==> src/rtl/motion_sequencer_if.sv <==
// ----------------------------------------------------------------------------
// motion_sequencer_if
// Command channel into the motion sequencer: a valid/ready handshake that
// carries four signed 16-bit wheel speeds and a hold duration in ticks.
//   cmd_valid  command offered by the producer
//   cmd_ready  sequencer can take the command this cycle
//   cmd_speed  {BR,BL,FR,FL} target speeds, each signed 16-bit
//   cmd_dur    hold time in control ticks, unsigned
// master: command producer; slave: the sequencer.
// ----------------------------------------------------------------------------
interface motion_sequencer_if;
  logic        cmd_valid;
  logic        cmd_ready;
  logic [63:0] cmd_speed;
  logic [15:0] cmd_dur;

  modport master (
    output cmd_valid,
    output cmd_speed,
    output cmd_dur,
    input  cmd_ready
  );

  modport slave (
    input  cmd_valid,
    input  cmd_speed,
    input  cmd_dur,
    output cmd_ready
  );
endinterface

==> src/rtl/motion_sequencer.sv <==
// ----------------------------------------------------------------------------
// motion_sequencer
// Queues wheel-speed commands and plays them out as slew-limited setpoints.
// Each command ramps all four channels toward its target once per control
// tick, holds for cmd_dur ticks, then moves to the next queued command or
// ramps back to zero. estop zeroes the setpoints and flushes everything.
// Ports:
//   clk       single clock
//   rst       asynchronous active-high reset
//   cmd       command channel (motion_sequencer_if.slave)
//   estop     emergency stop, level, synchronous to clk
//   sp        wheel setpoints {BR,BL,FR,FL}, signed 16-bit each
//   sp_valid  one-cycle pulse in the cycle sp takes a new value
//   done      one-cycle pulse when a command's hold completes
//   busy      sequencer is not idle
//   level     number of queued commands
// ----------------------------------------------------------------------------
module motion_sequencer #(
  parameter int TICK_DIV = 100000,
  parameter int DEPTH    = 4,
  parameter int SLEW     = 16
) (
  input  logic                     clk,
  input  logic                     rst,
  motion_sequencer_if.slave        cmd,
  input  logic                     estop,
  output logic [63:0]              sp,
  output logic                     sp_valid,
  output logic                     done,
  output logic                     busy,
  output logic [$clog2(DEPTH):0]   level
);

  localparam int AW = (DEPTH > 1) ? $clog2(DEPTH) : 1;
  localparam int LW = $clog2(DEPTH) + 1;
  localparam int TW = $clog2(TICK_DIV);

  localparam logic signed [16:0] SLEW_S = 17'(SLEW);

  localparam logic [1:0] IDLE = 2'd0;
  localparam logic [1:0] RAMP = 2'd1;
  localparam logic [1:0] HOLD = 2'd2;
  localparam logic [1:0] STOP = 2'd3;

  // Move one channel toward its target by at most SLEW. The difference is
  // taken at 17 bits so full-scale swings (e.g. +32767 to -32768) cannot wrap.
  function automatic logic [15:0] step_ch(input logic [15:0] cur, input logic [15:0] tgt);
    logic signed [16:0] cur_x;
    logic signed [16:0] diff;
    logic signed [16:0] res;
    cur_x = {cur[15], cur};
    diff  = $signed({tgt[15], tgt}) - cur_x;
    if (diff > SLEW_S) begin
      res = cur_x + SLEW_S;
    end else if (diff < -SLEW_S) begin
      res = cur_x - SLEW_S;
    end else begin
      res = $signed({tgt[15], tgt});
    end
    step_ch = res[15:0];
  endfunction

  // Apply step_ch to all four packed channels.
  function automatic logic [63:0] step4(input logic [63:0] cur, input logic [63:0] tgt);
    logic [63:0] res;
    res = 64'd0;
    for (int i = 0; i < 4; i++) begin
      res[16*i +: 16] = step_ch(cur[16*i +: 16], tgt[16*i +: 16]);
    end
    step4 = res;
  endfunction

  // Circular pointer advance that also works for non-trivial DEPTH=1.
  function automatic logic [AW-1:0] ptr_inc(input logic [AW-1:0] p);
    if (p == AW'(DEPTH - 1)) begin
      ptr_inc = {AW{1'b0}};
    end else begin
      ptr_inc = p + AW'(1);
    end
  endfunction

  logic [TW-1:0] tick_cnt_r;
  logic          tick_s;

  logic [79:0]   fifo_mem_r [DEPTH];
  logic [AW-1:0] wr_ptr_r;
  logic [AW-1:0] rd_ptr_r;
  logic [LW-1:0] count_r;
  logic          full_s;
  logic          empty_s;
  logic          push_s;
  logic          pop_s;
  logic [79:0]   head_s;
  logic          ready_en_r;

  logic [1:0]    state_r;
  logic [63:0]   target_r;
  logic [15:0]   dur_r;
  logic [15:0]   hold_r;
  logic [63:0]   sp_r;
  logic          sp_valid_r;
  logic          done_r;
  logic          busy_r;

  logic [1:0]    state_next_s;
  logic [63:0]   target_next_s;
  logic [15:0]   dur_next_s;
  logic [15:0]   hold_next_s;
  logic [63:0]   sp_next_s;
  logic [63:0]   stepped_s;
  logic          done_next_s;

  assign tick_s  = (tick_cnt_r == TW'(TICK_DIV - 1));
  assign full_s  = (count_r == LW'(DEPTH));
  assign empty_s = (count_r == {LW{1'b0}});
  assign head_s  = fifo_mem_r[rd_ptr_r];

  // ready_en_r holds cmd_ready low through reset and for the first edge after it.
  assign cmd.cmd_ready = ready_en_r && !full_s && !estop;
  assign push_s        = cmd.cmd_valid && cmd.cmd_ready;
  assign stepped_s     = step4(sp_r, target_r);

  assign sp       = sp_r;
  assign sp_valid = sp_valid_r;
  assign done     = done_r;
  assign busy     = busy_r;
  assign level    = count_r;

  // Free-running control tick divider; estop does not disturb its phase.
  always_ff @(posedge clk or posedge rst) begin
    if (rst) begin
      tick_cnt_r <= {TW{1'b0}};
    end else if (tick_s) begin
      tick_cnt_r <= {TW{1'b0}};
    end else begin
      tick_cnt_r <= tick_cnt_r + TW'(1);
    end
  end

  // Command acceptance enable, released one edge after reset.
  always_ff @(posedge clk or posedge rst) begin
    if (rst) begin
      ready_en_r <= 1'b0;
    end else begin
      ready_en_r <= 1'b1;
    end
  end

  // Queue storage; contents are only meaningful below count_r.
  always_ff @(posedge clk) begin
    if (push_s) begin
      fifo_mem_r[wr_ptr_r] <= {cmd.cmd_speed, cmd.cmd_dur};
    end
  end

  // Queue pointers and occupancy; estop flushes.
  always_ff @(posedge clk or posedge rst) begin
    if (rst) begin
      wr_ptr_r <= {AW{1'b0}};
      rd_ptr_r <= {AW{1'b0}};
      count_r  <= {LW{1'b0}};
    end else if (estop) begin
      wr_ptr_r <= {AW{1'b0}};
      rd_ptr_r <= {AW{1'b0}};
      count_r  <= {LW{1'b0}};
    end else begin
      if (push_s) begin
        wr_ptr_r <= ptr_inc(wr_ptr_r);
      end
      if (pop_s) begin
        rd_ptr_r <= ptr_inc(rd_ptr_r);
      end
      case ({push_s, pop_s})
        2'b10:   count_r <= count_r + LW'(1);
        2'b01:   count_r <= count_r - LW'(1);
        default: count_r <= count_r;
      endcase
    end
  end

  // Sequencer next-state logic. RAMP/STOP step on a tick and leave in the
  // same tick that lands on the target, so an already-reached target exits on
  // the first tick. HOLD leaves as soon as the counter is zero (dur=0 never
  // waits for a tick).
  always_comb begin
    state_next_s  = state_r;
    target_next_s = target_r;
    dur_next_s    = dur_r;
    hold_next_s   = hold_r;
    sp_next_s     = sp_r;
    pop_s         = 1'b0;
    done_next_s   = 1'b0;
    if (estop) begin
      state_next_s  = IDLE;
      target_next_s = 64'd0;
      hold_next_s   = 16'd0;
      sp_next_s     = 64'd0;
    end else begin
      case (state_r)
        IDLE: begin
          if (!empty_s) begin
            pop_s         = 1'b1;
            target_next_s = head_s[79:16];
            dur_next_s    = head_s[15:0];
            state_next_s  = RAMP;
          end else begin
            state_next_s  = IDLE;
          end
        end
        RAMP: begin
          if (tick_s) begin
            sp_next_s = stepped_s;
            if (stepped_s == target_r) begin
              hold_next_s  = dur_r;
              state_next_s = HOLD;
            end else begin
              state_next_s = RAMP;
            end
          end else begin
            state_next_s = RAMP;
          end
        end
        HOLD: begin
          if (hold_r == 16'd0) begin
            done_next_s = 1'b1;
            if (!empty_s) begin
              pop_s         = 1'b1;
              target_next_s = head_s[79:16];
              dur_next_s    = head_s[15:0];
              state_next_s  = RAMP;
            end else begin
              target_next_s = 64'd0;
              state_next_s  = STOP;
            end
          end else if (tick_s) begin
            hold_next_s = hold_r - 16'd1;
          end else begin
            hold_next_s = hold_r;
          end
        end
        STOP: begin
          if (!empty_s) begin
            pop_s         = 1'b1;
            target_next_s = head_s[79:16];
            dur_next_s    = head_s[15:0];
            state_next_s  = RAMP;
          end else if (tick_s) begin
            sp_next_s = stepped_s;
            if (stepped_s == 64'd0) begin
              state_next_s = IDLE;
            end else begin
              state_next_s = STOP;
            end
          end else begin
            state_next_s = STOP;
          end
        end
        default: begin
          state_next_s  = IDLE;
          target_next_s = 64'd0;
        end
      endcase
    end
  end

  // Sequencer state and registered outputs.
  always_ff @(posedge clk or posedge rst) begin
    if (rst) begin
      state_r    <= IDLE;
      target_r   <= 64'd0;
      dur_r      <= 16'd0;
      hold_r     <= 16'd0;
      sp_r       <= 64'd0;
      sp_valid_r <= 1'b0;
      done_r     <= 1'b0;
      busy_r     <= 1'b0;
    end else begin
      state_r    <= state_next_s;
      target_r   <= target_next_s;
      dur_r      <= dur_next_s;
      hold_r     <= hold_next_s;
      sp_r       <= sp_next_s;
      sp_valid_r <= (sp_next_s != sp_r);
      done_r     <= done_next_s;
      busy_r     <= (state_next_s != IDLE);
    end
  end

endmodule

==> src/flat_wrapper.sv <==
// flat-port wrapper written by rule: the top's interface ports become plain ports
module motion_sequencer_flat 
#(
  parameter int TICK_DIV = 100000,
  parameter int DEPTH    = 4,
  parameter int SLEW     = 16
)
  (clk, rst, estop, sp, sp_valid, done, busy, level, cmd_cmd_valid, cmd_cmd_speed, cmd_cmd_dur, cmd_cmd_ready);
  motion_sequencer_if cmd_i ();
  input  logic clk;
  input  logic rst;
  input  logic estop;
  output logic [63:0] sp;
  output logic sp_valid;
  output logic done;
  output logic busy;
  output logic [$clog2(DEPTH):0] level;
  input wire logic [$bits(cmd_i.cmd_valid)-1:0] cmd_cmd_valid;
  input wire logic [$bits(cmd_i.cmd_speed)-1:0] cmd_cmd_speed;
  input wire logic [$bits(cmd_i.cmd_dur)-1:0] cmd_cmd_dur;
  output wire logic [$bits(cmd_i.cmd_ready)-1:0] cmd_cmd_ready;
  assign cmd_i.cmd_valid = cmd_cmd_valid;
  assign cmd_i.cmd_speed = cmd_cmd_speed;
  assign cmd_i.cmd_dur = cmd_cmd_dur;
  assign cmd_cmd_ready = cmd_i.cmd_ready;
  motion_sequencer #(.TICK_DIV(TICK_DIV), .DEPTH(DEPTH), .SLEW(SLEW)) u_core (.clk(clk), .rst(rst), .cmd(cmd_i), .estop(estop), .sp(sp), .sp_valid(sp_valid), .done(done), .busy(busy), .level(level));
endmodule
==> config.mk <==
export PLATFORM = sky130hd
export DESIGN_NAME = motion_sequencer_flat
export DESIGN_NICKNAME = d
export VERILOG_FILES = /design/src/rtl/motion_sequencer_if.sv /design/src/rtl/motion_sequencer.sv /design/src/flat_wrapper.sv
export SDC_FILE = /design/constraint.sdc
export NUM_CORES = 1
export LEC_CHECK = 0
export CORE_ASPECT_RATIO = 0.7
export CORE_MARGIN = 2
export CORE_UTILIZATION = 45
export DETAILED_ROUTE_END_ITERATION = 12
export HOLD_SLACK_MARGIN = 0.08
export PLACE_DENSITY = 0.72
export SETUP_SLACK_MARGIN = 0.3
export SLEW_MARGIN = 20
export SYNTH_ARGS = -nofsm -noshare
export SYNTH_HDL_FRONTEND = slang
export SYNTH_SLANG_ARGS = --single-unit
==> constraint.sdc <==
create_clock -name clk -period 13.8 [get_ports clk]
set_input_delay 4.14 -clock clk [delete_from_list [all_inputs] [get_ports clk]]
set_output_delay 4.14 -clock clk [all_outputs]
set_load 0.005 [all_outputs]
# [Yosys cells after proc, flatten, opt, wreduce, memory -nomap -nowiden]
# Memories as Yosys holds them, arrays and structs flattened.
# Cells that the tools add are included.
[op_classes] add_sub_neg=18 magnitude_cmp=8 eq_ne=18 muxes=54 bitwise_logic=1 reduce_logical=20
[op_table] cell="$mux 64" count=7
[op_table] cell="$pmux 64 s2" count=2
[op_table] cell="$mux 16" count=15
[op_table] cell="$gt 17x6->1 const B" count=4
[op_table] cell="$lt 17x5->1 const B" count=4
[op_table] cell="$sub 16x16->17" count=4
[op_table] cell="$add 16x6->16 const B" count=4
[op_table] cell="$eq 64x64->1" count=1
[op_table] cell="$logic_not 64->1" count=1
[op_table] cell="$ne 64x64->1" count=1
[op_table] cell="$pmux 16 s2" count=2
[op_table] cell="$sub 16x6->16 const B" count=4
[op_table] cell="$mux 2" count=14
[op_table] cell="$add 17x1->17 const B" count=1
[op_table] cell="$eq 17x17->1 const B" count=1
[op_table] cell="$mux 17" count=1
[op_table] cell="$logic_not 16->1" count=1
[op_table] cell="$sub 16x1->16 const B" count=1
[op_table] cell="$ne 3x2->1 const B" count=4
[op_table] cell="$eq 2x2->1 const B" count=5
[op_table] cell="$mux 1" count=9
[op_table] cell="$reduce_bool 3->1" count=3
[op_table] cell="$pmux 2 s4" count=1
[op_table] cell="$reduce_bool 2->1" count=4
[op_table] cell="18 further kinds" count=25
[word_totals] reg_bits=190 ramBits=320 elab_cells=133 memories=1
[memory_table] name="u_core.fifo_mem_r" words=4 width=80 read_ports=1 rd_ports_with_merged_regs=0 wr=1 line="motion_sequencer.sv:85" source="logic [79:0] fifo_mem_r [DEPTH];"

# [Depth between registers and ports, before layout]
# Gate-level depths: netlist of run 1.
[logic_depth] word_depth=11 depth_mapped=21 mapped_depth_nobuf=17

# [Least setup slack after synthesis of run 1]
# No wires, ideal clock.
[synth_timing] path_kind="input to output" from="input estop" to="output cmd_cmd_ready" arrival_time_ns=4.487 required_ns=9.660 slack_ns=5.173 cell_stages=2 path_buffers=0 cell_sequence="inv_1 > o311a_1"
[synth_via] elab_chain_cells=2
[synth_rtl] element="start, declared" line="flat_wrapper.sv:12" source="input logic estop;"
[synth_rtl] element="$logic_not 1->1" line="motion_sequencer.sv:119" source="assign cmd.cmd_ready = ready_en_r && !full_s && !estop;"
[synth_rtl] element="$logic_and 1x1->1" line="motion_sequencer.sv:119"
[synth_rtl] element="end, declared" line="flat_wrapper.sv:21" source="output wire logic [$bits(cmd_i.cmd_ready)-1:0] cmd_cmd_ready;"
# Every way passes these cells.

# [Worst setup path after layout of run 1]
# Same ends and word-level chain as after synthesis.

==> results.json, run 1 <==
{
  "ys_warn_count": 0,
  "synthesis.area_per_instance_um2": 10.4,
  "layout_cell_share_with_drive_strength_beyond_1_pct": 9.69,
  "timing.setup.critical_path_class": "in2out",
  "slew_viol_final": 0,
  "path_buf_inv": 3,
  "dr_total_vias": 24800,
  "tightestPinTransition_ps": 1040,
  "async_reset_ff_share_pct": 37.3,
  "grt.total_usage_pct": 27.6,
  "path_cells": "buf_4, inv_1, o311a_1, clkdlybuf4s50_1",
  "crit_path_max_incr_delay_ps": 470,
  "detail-route-antenna-nets": 0,
  "hpwlAfterDp_um": 70200,
  "setup-tns-final_ps": 0,
  "critical-path-slowest-cell": "clkdlybuf4s50_1",
  "finalWorstPathRequiredPeriod_ps": 9540,
  "postSynthRegisterBits": 510,
  "path_delay_family": "buffers and inverters",
  "core-area_um2": 66200,
  "synth_enable_flop_cells": 320,
  "cts.hold.buffers_added": 0,
  "pre_cts_ws_ps": 4260,
  "timing.max_slew.rel_slack_pct": 29.9,
  "crit_path_max_fanout": 45,
  "fmaxAchievable_ghz": 0.105,
  "die-height_um": 220,
  "dpl_cell_area_um2": 32400,
  "dieArea_um2": 68900,
  "clock_insertion_delay_worst_skew_ps": 620,
  "routed_via_density": 6.36,
  "ioPinCount": 155,
  "cts_root_buf": "clkbuf_16",
  "port_buffers": 154,
  "synth_area_leaders": "edfxtp_1 (32%), dfrtp_1 (16%), mux4_2 (6.0%), nand2_1 (3.9%), ha_1 (3.5%)",
  "layout.cell_area.non_filler_um2": 34200,
  "syn_nets": 3054,
  "nets": 3134,
  "routedWlPerCell_um": 24.8,
  "synth.cells.most_frequent": "edfxtp_1 (320), nand2_1 (313), nor2_1 (203), o21ai_0 (191), dfrtp_1 (190)",
  "synth.most_common_cell": "edfxtp_1",
  "final.setup.worst_slack_ps": 4260,
  "drv.max_cap_violation_count": 0,
  "setup_viol": 0,
  "critPathLaunchType": "primary input",
  "drt_first_iter_violations": 3696,
  "timing.clock.skew_ps": 23.9,
  "unrepaired_setup_endpoints_after_global_routing": "false",
  "post_synth_inst_count": 2882,
  "leakage_nw": 12.2,
  "totalPowerFinal_w": 0.00716,
  "cts.clk_slew.worst_paths_ps": 60,
  "ys_types": 111,
  "synth_flop_cell": "edfxtp_1",
  "globalplace.congestion": 1.04,
  "post_cts_resized": 0,
  "grt_antenna_before_repair": 1,
  "cts-htree-levels": 2,
  "grt_first_pass_wirelength_um": 145000,
  "post_cts_buffers": 0,
  "initial_utilization_pct": 45.4,
  "die_width_um": 313,
  "via_count_of_the_first_global_routing_pass": 22800,
  "dr.pass1.iters": 8,
  "result_of_the_run": "complete, no violations",
  "timing.critical_path.arrival_ps": 5400,
  "power_density_nw_per_um2": 210,
  "cts-root-to-sink-buffers": 3,
  "timing.final.crit_share_pct": 69.1,
  "synthDominantCellAreaShare_pct": 32.0,
  "mappedNetlistArea_um2": 30100,
  "totalWireLength_um": 96700,
  "clock-sinks": 510,
  "placement_rows": 79,
  "globalRouteOverflowTotal": 0,
  "crit_end_element": "output port",
  "synth.largest_area_cell": "edfxtp_1",
  "total_cts_buffers": 50,
  "cts_tree": "built",
  "drt_drc_violations_left": 0,
  "power.ir.vdd_worst_mv": 0.104,
  "finalHoldViolCount": 0,
  "pin_count_of_the_biggest_net_entering_global_routing": 120,
  "critical_path_required_ps": 9660,
  "area_growth_pct": 13.6,
  "hold_crit_class": "reg2reg",
  "synth-seq-area-share_pct": 47.8
}
layout by cell type (no fill, tap or decap), types with 26 or more instances in the layout:
cell type        netlist  layout
nor3_1                81      80
nor2_1               203     202
xor2_1                42      42
buf_4                  3      35
a21oi_1              181     179
clkdlybuf4s50_1        0     153
nor4_1                49      49
dfrtp_1              190     188
edfxtp_1             320     320
o211ai_1              30      30
inv_1                114     113
a31oi_1               29      29
o22ai_1               26      26
nand4_1               36      36
nand2_1              313     312
clkbuf_16              0      50
ha_1                  83      83
mux4_2                80      80
xnor2_1              108     108
o21ai_0              191     191
nand3_1               94      94
metrics by stage:
stage	std cells	hold slack, ps	util (%)
CTS	3893	494	51.5
detailed placement	3799	487	48.9
global placement	3799	464	48.9
floorplan	2882	446	-
global route	3896	525	51.6
finish	3896	494	51.6
worst reg2reg max path, cell delays in order (launching register included):
cell and delay (ps):
dfrtp_1 760, clkinv_1 440, ha_1 560, a21o_1 270, a2bb2oi_1 240, o211ai_1 160, a2111oi_0 450, and4_1 250
nand4_1 240, nor3_1 680, nor2_1 430, o221a_2 440, a222oi_1 370, o2111ai_1 210, o31a_1 350, a2111oi_0 480
nand4_1 370
power breakdown:
part / internal [W] / switching, W / total [W]
clock network: 0.000803 / 0.000625 / 0.00143
registers: 0.00177 / 0.000345 / 0.00211
logic: 0.00136 / 0.00226 / 0.00362
total: 0.00393 / 0.00323 / 0.00716
cell families after synthesis:
| family | share of synthesized area, % |
|---|---|
| XOR/XNOR | 4.44 |
| flip-flops | 47.8 |
| other | 0.0125 |
| AND/OR/NAND/NOR | 15.3 |
| adder cells (fa/ha/maj) | 3.79 |
| AO/OA/AOI/OAI | 17.7 |
| buffers and inverters | 3.64 |
| multiplexers | 7.34 |
layout make-up:
type | count | area, um^2
Clock buffer | 64 | 1350
Antenna cell | 1 | 2.50
Tap cell | 891 | 1110
Clock inverter | 30 | 372
Sequential cell | 510 | 14400
Fill cell | 5827 | 32100
Inverter | 118 | 450
Timing Repair Buffer | 190 | 1830
Multi-Input combinational cell | 2092 | 14700
worst paths after layout:
kind | start | to | slack [ps] | cells past startpoint
max in group asynchronous | rst | u_core.rd_ptr_r[0]$_DFFE_PP0P_ | 8410 | 3
max | estop | cmd_cmd_ready | 4260 | 4
min | u_core.tick_cnt_r[0]$_DFF_PP0_ | u_core.tick_cnt_r[0]$_DFF_PP0_ | 490 | 1
min in group asynchronous | rst | u_core.target_r[45]$_DFFE_PP0P_ | 3970 | 2
min reg2reg | u_core.tick_cnt_r[0]$_DFF_PP0_ | u_core.tick_cnt_r[0]$_DFF_PP0_ | 490 | 1
max reg2reg | u_core.sp[26]$_DFF_PP0_ | u_core.sp_valid$_DFF_PP0_ | 6850 | 16
state kept, by name, summed over array words and instances (netlist names):
register           cells
u_core.target_r       64
u_core.hold_r         16
u_core.done            1
u_core.ready_en_r      1
u_core.level           3
u_core.rd_ptr_r        2
u_core.sp             64
u_core.fifo_mem_r    320
u_core.tick_cnt_r     17
u_core.sp_valid        1
u_core.wr_ptr_r        2
u_core.state_r         2
u_core.busy            1
u_core.dur_r          16
routing by layer:
layer / track usage (%) / routed length, um
met3: 8.13 / 12800
met4: 7.11 / 2470
met2: 37.3 / 38300
met1: 42.8 / 43200
met5: 0 / 0
(Power assumes the default switching activity.)
==> run 2, diff against run 1 <==
- PLACE_DENSITY: 0.72 -> 0.74
- clock period: 13.8 -> 8.6 ns (I/O delays scaled with it)
==> run 2 against run 1 <==
Net effect:
- flip-flop and latch count did not move
- sequential share of layout area rose by 0.13 points
- die area did not move
- non-clock buffer count did not move
- critical path depth rose by 1
- final cell count barely moved
- largest cell class unchanged
- highest routed layer is now met5
==> results.json, run 2 (synthesis results as in run 1) <==
{
  "timing.critical_path.arrival_ps": 4250,
  "grt.total_usage_pct": 27.5,
  "clock-sinks": 510,
  "power.ir.vdd_worst_mv": 0.177,
  "grt_first_pass_wirelength_um": 145000,
  "largest_register_ff_count": 320,
  "cts_root_buf": "clkbuf_16",
  "worst_r2r_startpoint": "u_core.sp[26]$_DFF_PP0_",
  "min_delay_path_depth": 1,
  "port_buffers": 154,
  "finalWorstPathRequiredPeriod_ps": 6830,
  "cts_tree": "built",
  "cts-htree-levels": 2,
  "clock_insertion_delay_worst_skew_ps": 620,
  "hpwlAfterDp_um": 70100,
  "detail-route-antenna-nets": 0,
  "nets": 3133,
  "cts.hold.buffers_added": 0,
  "routedWlPerCell_um": 24.8,
  "mostFrequentLayoutCells": "edfxtp_1 (320), nand2_1 (312), nor2_1 (202)",
  "multi_input_area_um2": 14700,
  "globalplace.congestion": 1.05,
  "grt_antenna_before_repair": 1,
  "unrepaired_setup_endpoints_after_global_routing": "false",
  "setup_viol": 0,
  "hold_crit_class": "reg2reg",
  "post_cts_resized": 0,
  "layout.cells.most_common": "edfxtp_1",
  "cts-root-to-sink-buffers": 3,
  "critPathLaunchType": "primary input",
  "timing.clock.skew_ps": 44.2,
  "drv.max_cap_violation_count": 0,
  "min_to": "u_core.tick_cnt_r[4]$_DFF_PP0_",
  "total_cts_buffers": 49,
  "layout_cell_share_with_drive_strength_beyond_1_pct": 9.60,
  "ioPinCount": 155,
  "area_taken_by_flip_flops_and_latches_um2": 14400,
  "leakage_nw": 12.1,
  "min_from": "u_core.tick_cnt_r[4]$_DFF_PP0_",
  "cts.clk_slew.worst_paths_ps": 60,
  "dr.pass1.iters": 8,
  "die-height_um": 220,
  "timing.max_slew.rel_slack_pct": 32.4,
  "fmaxAchievable_ghz": 0.146,
  "totalWireLength_um": 96500,
  "setup-tns-final_ps": 0,
  "ff2ff_setup_slack_ps": 1970,
  "pre_cts_ws_ps": 1830,
  "result_of_the_run": "complete, no violations",
  "finalHoldViolCount": 0,
  "post_cts_buffers": 0,
  "routed_via_density": 6.39,
  "slew_viol_final": 0,
  "via_count_of_the_first_global_routing_pass": 23100,
  "initial_utilization_pct": 45.4,
  "timing.final.crit_share_pct": 79.4,
  "core-area_um2": 66200,
  "placement_rows": 79,
  "crit_path_max_fanout": 38,
  "die_width_um": 313,
  "tightestPinTransition_ps": 1000,
  "drt_first_iter_violations": 3301,
  "critical_path_required_ps": 6020,
  "globalRouteOverflowTotal": 0,
  "timing.setup.critical_path_class": "in2out",
  "crit_end_element": "output port",
  "worst-r2r-cell-count": 16,
  "area_growth_pct": 13.3,
  "drt_drc_violations_left": 0,
  "power_density_nw_per_um2": 333,
  "final.setup.worst_slack_ps": 1770,
  "rr_endpoint": "u_core.sp_valid$_DFF_PP0_",
  "num-fill-cells": 5843,
  "dieArea_um2": 68900,
  "dr_total_vias": 24900,
  "regMostFlops": "u_core.fifo_mem_r",
  "pin_count_of_the_biggest_net_entering_global_routing": 104
}
run 2: cell count changes in the layout (fill, tap and decap cells not counted), moves of 2 or more:
cell / previous run / this run
buf_4: 35 / 37
clkbuf_1: 9 / 11
clkinv_1: 8 / 5
clkinv_2: 4 / 9
clkinvlp_4: 2 / 4
inv_6: 6 / 0
run 2: worst max-delay path by stage:
stage,slack (ps),end,start
floorplan,850,u_core.busy$_DFF_PP0_,rst
global placement,1820,cmd_cmd_ready,estop
detailed placement,1830,cmd_cmd_ready,estop
CTS,1810,cmd_cmd_ready,estop
global route,1710,cmd_cmd_ready,estop
finish,1770,cmd_cmd_ready,estop
run 2: metrics by stage:
stage	std cells	hold WS, ps	instance area (um^2)	utilization, %	total power, W
after floorplan	2882	446	30100	-	0.00720
after global placement	3801	468	32400	48.9	0.00890
after detailed placement	3801	470	32400	48.9	0.00894
after CTS	3892	481	34100	51.4	0.0112
after global routing	3892	506	34100	51.4	0.0119
final	3893	481	34100	51.4	0.0114
run 2: power by group:
part,internal [W],switching [W]
Sequential,0.00284,0.000544
Clock,0.00124,0.000964
Combinational,0.00216,0.00361
Total,0.00623,0.00512
run 2: metal layers:
metal  wire [um]  GRT usage, %
met5         103             0
met2       38700          37.5
met4        2490          7.40
met3       12800          9.06
met1       42400          41.4
run 2: final cells by class:
cell class / count / area share [%]
antenna: 1 / 0.00735
clock buffer: 65 / 3.96
clock inverter: 26 / 0.867
inverter: 118 / 1.32
multi-input combinational: 2092 / 43.1
sequential: 510 / 42.2
tap: 891 / 3.27
timing repair buffer: 190 / 5.31
run 2: worst max-delay path, cell delays in order:
cell and delay [ps]:
buf_4 250, inv_1 100, buf_4 340, o311a_1 380, clkdlybuf4s50_1 560
